**src/rtl/muldiv_unit_pkg.sv**
```systemverilog
// Shared definitions for the multiply/divide unit and the ALU decoder.
// Divide codes count as muldiv operations only when MULDIV_DIV_EN is defined.
package muldiv_unit_pkg;

   localparam logic [4:0] ALU_MULT  = 5'b10011;
   localparam logic [4:0] ALU_MULTU = 5'b10101;
   localparam logic [4:0] ALU_DIV   = 5'b10110;
   localparam logic [4:0] ALU_DIVU  = 5'b10111;

   localparam int CNT_W = 6;

   typedef enum logic [1:0] {
      IDLE = 2'd0,
      CALC = 2'd1,
      FIX  = 2'd2
   } muldiv_state_t;

   function automatic logic is_muldiv(input logic [4:0] code);
      logic hit;
      case (code)
         ALU_MULT, ALU_MULTU: hit = 1'b1;
`ifdef MULDIV_DIV_EN
         ALU_DIV, ALU_DIVU:   hit = 1'b1;
`endif
         default:             hit = 1'b0;
      endcase
      return hit;
   endfunction

endpackage

```
**src/rtl/muldiv_step.sv**
```systemverilog
// One iteration of the muldiv datapath: radix-2 shift-add or restoring divide step.
// The divide step exists only when MULDIV_DIV_EN is defined.
module muldiv_step #(
   parameter int WIDTH = 32
) (
   input  logic             is_div,
   input  logic [WIDTH-1:0] acc_hi,
   input  logic [WIDTH-1:0] acc_lo,
   input  logic [WIDTH-1:0] operand,
   output logic [WIDTH-1:0] next_hi,
   output logic [WIDTH-1:0] next_lo
);

   logic [WIDTH:0] sum;
`ifdef MULDIV_DIV_EN
   logic [WIDTH:0]   shifted;
   logic [WIDTH+1:0] trial;
   logic             borrow;
`else
   logic             unused_is_div;
   assign unused_is_div = is_div;
`endif

   // Next accumulator: multiplier bit 0 gates the add, the divide path shifts in one quotient bit.
   always_comb begin
      sum     = {1'b0, acc_hi} + (acc_lo[0] ? {1'b0, operand} : {(WIDTH+1){1'b0}});
      next_hi = sum[WIDTH:1];
      next_lo = {sum[0], acc_lo[WIDTH-1:1]};
`ifdef MULDIV_DIV_EN
      shifted = {acc_hi, acc_lo[WIDTH-1]};
      // Top bit of the trial difference is the borrow: set when the divisor does not fit.
      trial   = {1'b0, shifted} - {2'b00, operand};
      borrow  = trial[WIDTH+1];
      if (is_div) begin
         next_hi = borrow ? shifted[WIDTH-1:0] : trial[WIDTH-1:0];
         next_lo = {acc_lo[WIDTH-2:0], ~borrow};
      end else begin
         next_hi = sum[WIDTH:1];
         next_lo = {sum[0], acc_lo[WIDTH-1:1]};
      end
`endif
   end

endmodule

```
**src/rtl/muldiv_unit.sv**
```systemverilog
// Iterative mult/multu (and div/divu with MULDIV_DIV_EN) unit owning HI/LO.
// Operates on magnitudes for WIDTH cycles, then applies the sign fix in FIX.
module muldiv_unit
   import muldiv_unit_pkg::*;
#(
   parameter int WIDTH = 32
) (
   input  logic             clk,
   input  logic             reset,
   input  logic             start,
   input  logic [4:0]       alucontrol,
   input  logic [WIDTH-1:0] srca,
   input  logic [WIDTH-1:0] srcb,
   input  logic             hi_we,
   input  logic             lo_we,
   output logic [WIDTH-1:0] hi,
   output logic [WIDTH-1:0] lo,
   output logic             busy,
   output logic             done
);

   muldiv_state_t state, next_state;

   logic [CNT_W-1:0]   count;
   logic [WIDTH-1:0]   acc_hi, acc_lo, operand;
   logic [WIDTH-1:0]   step_hi, step_lo;
   logic [WIDTH-1:0]   mag_a, mag_b, fix_hi, fix_lo;
   logic [2*WIDTH-1:0] product;
   logic               neg_q, launch, op_signed, sa, sb, op_div, div_in;
`ifdef MULDIV_DIV_EN
   logic               neg_r, b_zero;
`endif

   // Launch decode: operand signs and magnitudes for the requested operation.
   always_comb begin
      launch    = (state == IDLE) && start && is_muldiv(alucontrol);
      op_signed = (alucontrol == ALU_MULT) || (alucontrol == ALU_DIV);
`ifdef MULDIV_DIV_EN
      div_in    = (alucontrol == ALU_DIV) || (alucontrol == ALU_DIVU);
`else
      div_in    = 1'b0;
`endif
      sa        = op_signed & srca[WIDTH-1];
      sb        = op_signed & srcb[WIDTH-1];
      mag_a     = sa ? (~srca + WIDTH'(1)) : srca;
      mag_b     = sb ? (~srcb + WIDTH'(1)) : srcb;
   end

   muldiv_step #(.WIDTH(WIDTH)) u_step (
      .is_div  (op_div),
      .acc_hi  (acc_hi),
      .acc_lo  (acc_lo),
      .operand (operand),
      .next_hi (step_hi),
      .next_lo (step_lo)
   );

   // State register.
   always_ff @(posedge clk or negedge reset) begin
      if (!reset) begin
         state <= IDLE;
      end else begin
         state <= next_state;
      end
   end

   // Next-state logic.
   always_comb begin
      next_state = state;
      case (state)
         IDLE: begin
            if (launch) next_state = CALC;
            else        next_state = IDLE;
         end
         CALC: begin
            if (count == CNT_W'(WIDTH - 1)) next_state = FIX;
            else                            next_state = CALC;
         end
         FIX:     next_state = IDLE;
         default: next_state = IDLE;
      endcase
   end

   // Operand latch at launch, one datapath step per CALC cycle.
   always_ff @(posedge clk or negedge reset) begin
      if (!reset) begin
         count   <= {CNT_W{1'b0}};
         acc_hi  <= {WIDTH{1'b0}};
         acc_lo  <= {WIDTH{1'b0}};
         operand <= {WIDTH{1'b0}};
         neg_q   <= 1'b0;
         op_div  <= 1'b0;
`ifdef MULDIV_DIV_EN
         neg_r   <= 1'b0;
         b_zero  <= 1'b0;
`endif
      end else begin
         case (state)
            IDLE: begin
               if (launch) begin
                  count   <= {CNT_W{1'b0}};
                  acc_hi  <= {WIDTH{1'b0}};
                  acc_lo  <= div_in ? mag_a : mag_b;
                  operand <= div_in ? mag_b : mag_a;
                  neg_q   <= sa ^ sb;
                  op_div  <= div_in;
`ifdef MULDIV_DIV_EN
                  neg_r   <= sa;
                  b_zero  <= (srcb == {WIDTH{1'b0}});
`endif
               end
            end
            CALC: begin
               acc_hi <= step_hi;
               acc_lo <= step_lo;
               count  <= count + CNT_W'(1);
            end
            default: begin
               count <= count;
            end
         endcase
      end
   end

   // Sign fix; a zero divisor keeps the all-ones quotient, and the remainder fix restores srca.
   always_comb begin
      product = {acc_hi, acc_lo};
      if (neg_q) product = ~product + (2*WIDTH)'(1);
      else       product = {acc_hi, acc_lo};
      fix_hi = product[2*WIDTH-1:WIDTH];
      fix_lo = product[WIDTH-1:0];
`ifdef MULDIV_DIV_EN
      if (op_div) begin
         fix_lo = (neg_q && !b_zero) ? (~acc_lo + WIDTH'(1)) : acc_lo;
         fix_hi = neg_r ? (~acc_hi + WIDTH'(1)) : acc_hi;
      end else begin
         fix_hi = product[2*WIDTH-1:WIDTH];
         fix_lo = product[WIDTH-1:0];
      end
`endif
   end

   // HI/LO: result write in FIX, mthi/mtlo only while idle.
   always_ff @(posedge clk or negedge reset) begin
      if (!reset) begin
         hi   <= {WIDTH{1'b0}};
         lo   <= {WIDTH{1'b0}};
         done <= 1'b0;
      end else begin
         done <= (state == FIX);
         if (state == FIX) begin
            hi <= fix_hi;
            lo <= fix_lo;
         end else if (state == IDLE) begin
            if (hi_we) hi <= srca;
            if (lo_we) lo <= srca;
         end
      end
   end

   assign busy = (state != IDLE);

endmodule

```
**config.mk**
```make
export PLATFORM = sky130hd
export DESIGN_NAME = muldiv_unit
export DESIGN_NICKNAME = d
export VERILOG_FILES = /design/src/rtl/muldiv_unit_pkg.sv /design/src/rtl/muldiv_step.sv /design/src/rtl/muldiv_unit.sv
export SDC_FILE = /design/constraint.sdc
export NUM_CORES = 1
export LEC_CHECK = 0
export ABC_AREA = 1
export CORE_MARGIN = 2
export CORE_UTILIZATION = 45
export DETAILED_ROUTE_END_ITERATION = 10
export PLACE_DENSITY = 0.78
export SLEW_MARGIN = 20
export SYNTH_ARGS = -nofsm -noshare
export SYNTH_HDL_FRONTEND = slang
export SYNTH_SLANG_ARGS = --single-unit
```
**constraint.sdc**
```tcl
create_clock -name clk -period 3 [get_ports clk]
set_input_delay 0.45 -clock clk [delete_from_list [all_inputs] [get_ports clk]]
set_output_delay 0.45 -clock clk [all_outputs]
set_load 0.05 [all_outputs]
```
Word-level counts from Yosys, hierarchy flattened:

Cells that the tools add are included.

* add/sub/neg operators: 5
* multipliers: 0
* div/mod/pow operators: 0
* magnitude comparators: 0
* equal/unequal tests: 7
* shift operators: 0
* muxes and demuxes: 20
* bitwise operators: 6
* reduce and logical (&&, ||, !) cells: 14

Operator list (count)
* two-way mux 32 bit: 11
* case mux 32 bit (2 select lines): 2
* adder 32 x 1 -> 32 bit, second input constant: 2
* adder 64 x 1 -> 64 bit, second input constant: 1
* two-way mux 64 bit: 1
* inverter 32 bit: 2
* inverter 64 bit: 1
* adder 32 x 33 -> 33 bit: 1
* equality test 5 bit, second input constant: 3
* case mux 6 bit (2 select lines): 1
* nonzero test 2 bit: 5
* AND reduction 2 bit: 4
* adder 6 x 1 -> 6 bit, second input constant: 1
* equality test 6 x 5 -> 1 bit, second input constant: 1
* two-way mux 6 bit: 1
* case mux 2 bit (2 select lines): 1
* bitwise AND 1 bit: 2
* equality test 2 x 1 -> 1 bit, second input constant: 1
* equality test 2 bit, second input constant: 1
* logical AND 1 bit: 2
* logical NOT 2 bit: 1
* two-way mux 1 bit: 2
* two-way mux 2 bit: 1
* != test 2 bit, second input constant: 1
* 3 further kinds: 3

* register bits after elaboration: 170
* bits in latches: 0
* bits in writable memories: 0
* bits in read-only memories: 0
* input port bits: 74
* word-level logic and storage cells: 61
* memories kept: 0

Depth between registers and ports, before layout:

* word-level depth: 6
* mapped depth: 17
* gate-level depth less buffers: 15

Hierarchy:

A second synthesis with hierarchy kept.

* cells, all modules: 2362
* area total of the unflattened synthesis: 14273.7 um2

By module, submodules not included
* muldiv_unit: instances 1, cells each 1759, area each 11403.4 um2, sequential area each 4254.1 um2
* muldiv_step: instances 1, cells each 603, area each 2870.3 um2, sequential area each 0.0 um2

Worst setup path before layout:

OpenSTA, ideal clock, no wires.

* kind: register to register
* from: register acc_lo[0]
* to: register acc_hi[29]
* arrival: 2.206 ns
* required time: 2.883 ns
* slack: 0.677 ns
* stages on the path, launching flop included: 18
* buffers on the path: 2
* path through: dfrtp_1 > buf_6 > clkbuf_1 > nand2_1 > inv_1 > ha_1 > inv_1 > fa_1 > o21ai_2 > nand2_1 > nand2_1 > nand2_1 > nand2_1 > nand2_1 > nand2_1 > nand2_1 > nand3_1 > nand2_1

* cells in the longest elaborated chain, start to end: 3

Ends and longest elaborated chain
* from (decl): RTL line muldiv_unit.sv:25 `logic [WIDTH-1:0] acc_hi, acc_lo, operand;`
* from (signal assigned): RTL line muldiv_unit.sv:89 `acc_lo <= {WIDTH{1'b0}};`
* from (signal assigned): RTL line muldiv_unit.sv:103 `acc_lo <= div_in ? mag_a : mag_b;`
* from (signal assigned): RTL line muldiv_unit.sv:115 `acc_lo <= step_lo;`
* two-way mux 32 bit: RTL line muldiv_step.sv:26 `sum = {1'b0, acc_hi} + (acc_lo[0] ? {1'b0, operand} : {(WIDTH+1){1'b0}});`
* adder 32 x 33 -> 33 bit: RTL line muldiv_step.sv:26
* case mux 32 bit (2 select lines): RTL line muldiv_unit.sv:98 `case (state)`
* to (signal assigned): RTL line muldiv_unit.sv:88 `acc_hi <= {WIDTH{1'b0}};`
* to (signal assigned): RTL line muldiv_unit.sv:102 `acc_hi <= {WIDTH{1'b0}};`
* to (signal assigned): RTL line muldiv_unit.sv:114 `acc_hi <= step_hi;`
* to (decl): RTL line muldiv_unit.sv:25

Every way passes these cells.
A chain may end at the register's enable or synchronous reset.

Worst setup path in the final report:

* from: register acc_lo[0]
* to: register acc_hi[31]

The elaborated chain is that of the path after synthesis.

==> qor.yml <==
status: "finished, final reports clean"
grt_pass1_vias: 14098
grt_pass1_wl_um: 81500
clock_sinks: 170
final.setup.tns_ns: 0
core_mm2: 0.0296
required_ns: 3.34
drt_first_pass_iters: 6
cts_buffers: 17
synth_cells: 2134
fp-row-count: 63
crit_family: "simple AND/OR/NAND/NOR gates"
crit_top_cell: "nand2_1"
internal-power_mw: 6.21
cts_htree_levels: 4
final_period_minus_worst_setup_slack_ns: 2.59
synthesis.area_mm2: 0.0135
wl_um: 53200
ys.flop_type: "dfrtp_1"
cp-end-kind: "flip-flop"
max_stage_delay_ns: 0.41
overflow: 0
synthTopCellsByArea: "dfrtp_1 (32%), nand2_1 (16%), nor2_1 (11%)"
maxSlewHeadroom_pct: 56.3
worstPathCellList: "buf_12 -> nand2_1 -> inv_1 -> ha_1 -> a21oi_1 -> o21ai_0 -> a21oi_1 -> inv_1 -> nand2_1 -> nand3_1 -> nand2_1 -> nand2_1 -> nand2_1 -> nand2_1"
async_flop_share_pct: 100
powerDensity_mw_per_mm2: 781
slowest_stage: "dfrtp_1"
sw_frac_of_total_pct: 50.1
critPathMaxFanout: 34
synth_warnings: 0
hpwl_um: 41800
wl_met3_um: 5290
place.gp.congestion: 1.05
n_antenna_cell: 0
p_clk_share_pct: 19.8
ys_seq_area_share_pct: 31.6
utilization_pct: 53.9
synth.ff_latch_count: 170
seqPwrFrac_pct: 31.7
drc: 0
postRouteAntennaNets: 0
dieHeight_um: 177
areaGrowthSynthToFinish_pct: 18.1
grt_use_total_pct: 34.3
grt_start_max_net_pins: 63
critPathKind: "reg -> reg"
drive_above_1_share_pct: 5.48
place_ws_ns: 0.422
drt_iter0_markers: 1909
hold_violations: 0
synth_top_area_share_pct: 31.6
num_io_pins: 140
portBuffers: 139
rsz0062_at_grt: "false"
initial_core_util_pct: 45.6
via_per_inst: 5.76
finalCritPeriodShare_pct: 86.4
yosys.area.top_type: "dfrtp_1"
path_clk_slew_ns: 0.07
synth_edf_count: 0
met1_length_um: 22700
antenna_found_initial: 1
setup_viol: 0
syn_avg_cell_area_um2: 6.32
via_count: 15276
wl_per_cell_um: 20.1
startpoint_type: "flip-flop"
skew_ns: 0.0220
yosysUniqueCellTypes: 50
routed.top_layer: "met5"
arrival_ns: 2.93
hp-class: "reg -> reg"
clock_path_buffers: 2
drv_cap: 0
fmax_ghz: 0.386
vdd_drop_max_mv: 0.606
fin_ws_ns: 0.409
synth.net_count: 2245
nets: 2363
clkLatencyLatePin_ns: 0.46
post_cts_buffers: 0
comb_power_share_pct: 48.5
tightest_slew_ns: 0.655
die_w_um: 177
path_buf_inv: 3
power.switching_mw: 6.23
cts_tree: "built"
p_leak_nw: 7.48
wl_met2_um: 23000
cts.repair.resized: 0
root_buffer: "clkbuf_16"
drv_slew: 0
die_area_mm2: 0.0314
fill_cells: 2936
==> per-stage QoR <==
stage | instance area [um^2] | power (mW) | instances | hold slack [ns]
floorplan | 13500 | 7.68 | 2134 | 0.154
global placement | 15300 | 9.71 | 2622 | 0.463
detailed placement | 15300 | 9.79 | 2622 | 0.468
CTS | 15900 | 12.3 | 2653 | 0.00167
global route | 15900 | 13.1 | 2654 | 0.516
finish | 15900 | 12.4 | 2654 | 0.494
==> placed cells by master (no fill, tap or decap), types with 5 or more instances in the layout <==
cell / synthesis / routed
a21oi_1: 123 / 123
a21oi_2: 5 / 5
a31oi_1: 17 / 17
buf_4: 6 / 20
clkbuf_16: 0 / 17
clkdlybuf4s50_1: 0 / 138
dfrtp_1: 170 / 169
ha_1: 36 / 36
inv_1: 241 / 241
inv_2: 5 / 5
nand2_1: 570 / 570
nand2_2: 14 / 14
nand3_1: 170 / 170
nand3b_1: 11 / 11
nand4_1: 21 / 21
nor2_1: 389 / 387
nor2_2: 9 / 10
nor2_4: 8 / 9
nor3_1: 22 / 22
o211ai_1: 9 / 9
o21ai_0: 115 / 114
o21ai_1: 11 / 10
o21ai_2: 3 / 5
o21ai_4: 7 / 7
o21bai_1: 18 / 18
o221ai_1: 5 / 5
o22ai_1: 24 / 24
xor2_1: 33 / 33
==> repair_timing <==
item	4_1_cts	5_1_grt
setup endpoints to repair	0	0
hold endpoints to repair	0	3
hold buffers	0	1
==> worst min-delay path, delay by kind of cell, from the launching register on <==
| family | cells | cell delay, ns |
|---|---|---|
| AO/OA/AOI/OAI | 1 | 0.06 |
| flip-flops | 1 | 0.35 |
| AND/OR/NAND/NOR | 1 | 0.05 |
==> worst paths after layout <==
path | slack, ns | to | cells past startpoint | from
min reg2reg | 0.49 | lo[19] | 2 | lo[19]
min in group asynchronous | 0.53 | lo[14] | 2 | reset
max in group asynchronous | 1.61 | operand[0] | 3 | reset
max | 0.41 | acc_hi[31] | 14 | acc_lo[0]
min | 0.49 | lo[19] | 2 | lo[19]
max reg2reg | 0.41 | acc_hi[31] | 14 | acc_lo[0]
==> synthesized netlist by cell type (all sizes together), types with 5 or more instances <==
cell / n
clkbuf: 23
xor2: 33
buf: 42
ha: 36
o22ai: 24
a21oi: 128
o21bai: 18
nand3: 176
nand3b: 11
dfrtp: 170
o221ai: 5
nor2: 406
o21ai: 136
o211ai: 9
nand4: 21
inv: 246
nor3: 23
nand2: 585
a31oi: 17
==> final cells by class <==
cell class	instances	area, um^2	share of cell area [%]
sequential	170	4260	26.7
clock buffer	18	439	2.76
clock inverter	13	183	1.15
timing repair buffer	164	1630	10.3
tap	390	488	3.06
inverter	248	933	5.86
multi-input combinational	1651	7990	50.2
==> power groups by stage <==
| stage | combinational [mW] | clock, mW | sequential [mW] |
|---|---|---|---|
| after global routing | 6.62 | 2.54 | 3.99 |
| after CTS | 5.92 | 2.46 | 3.88 |
| after global placement | 5.81 | 0 | 3.90 |
| after floorplan | 3.61 | 0 | 4.07 |
| final | 6.04 | 2.46 | 3.94 |
| after detailed placement | 5.89 | 0 | 3.90 |
==> kinds of logic after synthesis <==
| group | after synthesis | share of synthesized area (%) |
|---|---|---|
| mux | 1 | 0.0835 |
| fa+ha+maj | 37 | 3.49 |
| simple gates | 1229 | 38.3 |
| buf+inv | 313 | 9.27 |
| compound gates | 349 | 15.1 |
| xor+xnor | 35 | 2.27 |
| flops | 170 | 31.6 |
==> registers in the layout, indices dropped and copies added (netlist names) <==
name and cells:
count 6, done 1, acc_hi 32, neg_q 1
acc_lo 32, operand 32, state 2, hi 32
lo 32
==> routing by layer <==
layer	GRT usage, %	vias up
met5	0	-
met4	12.8	2
met3	6.46	134
met2	52.0	821
met1	48.6	7199
li1	-	7120
No activity file was read; power rests on OpenSTA's default activity.
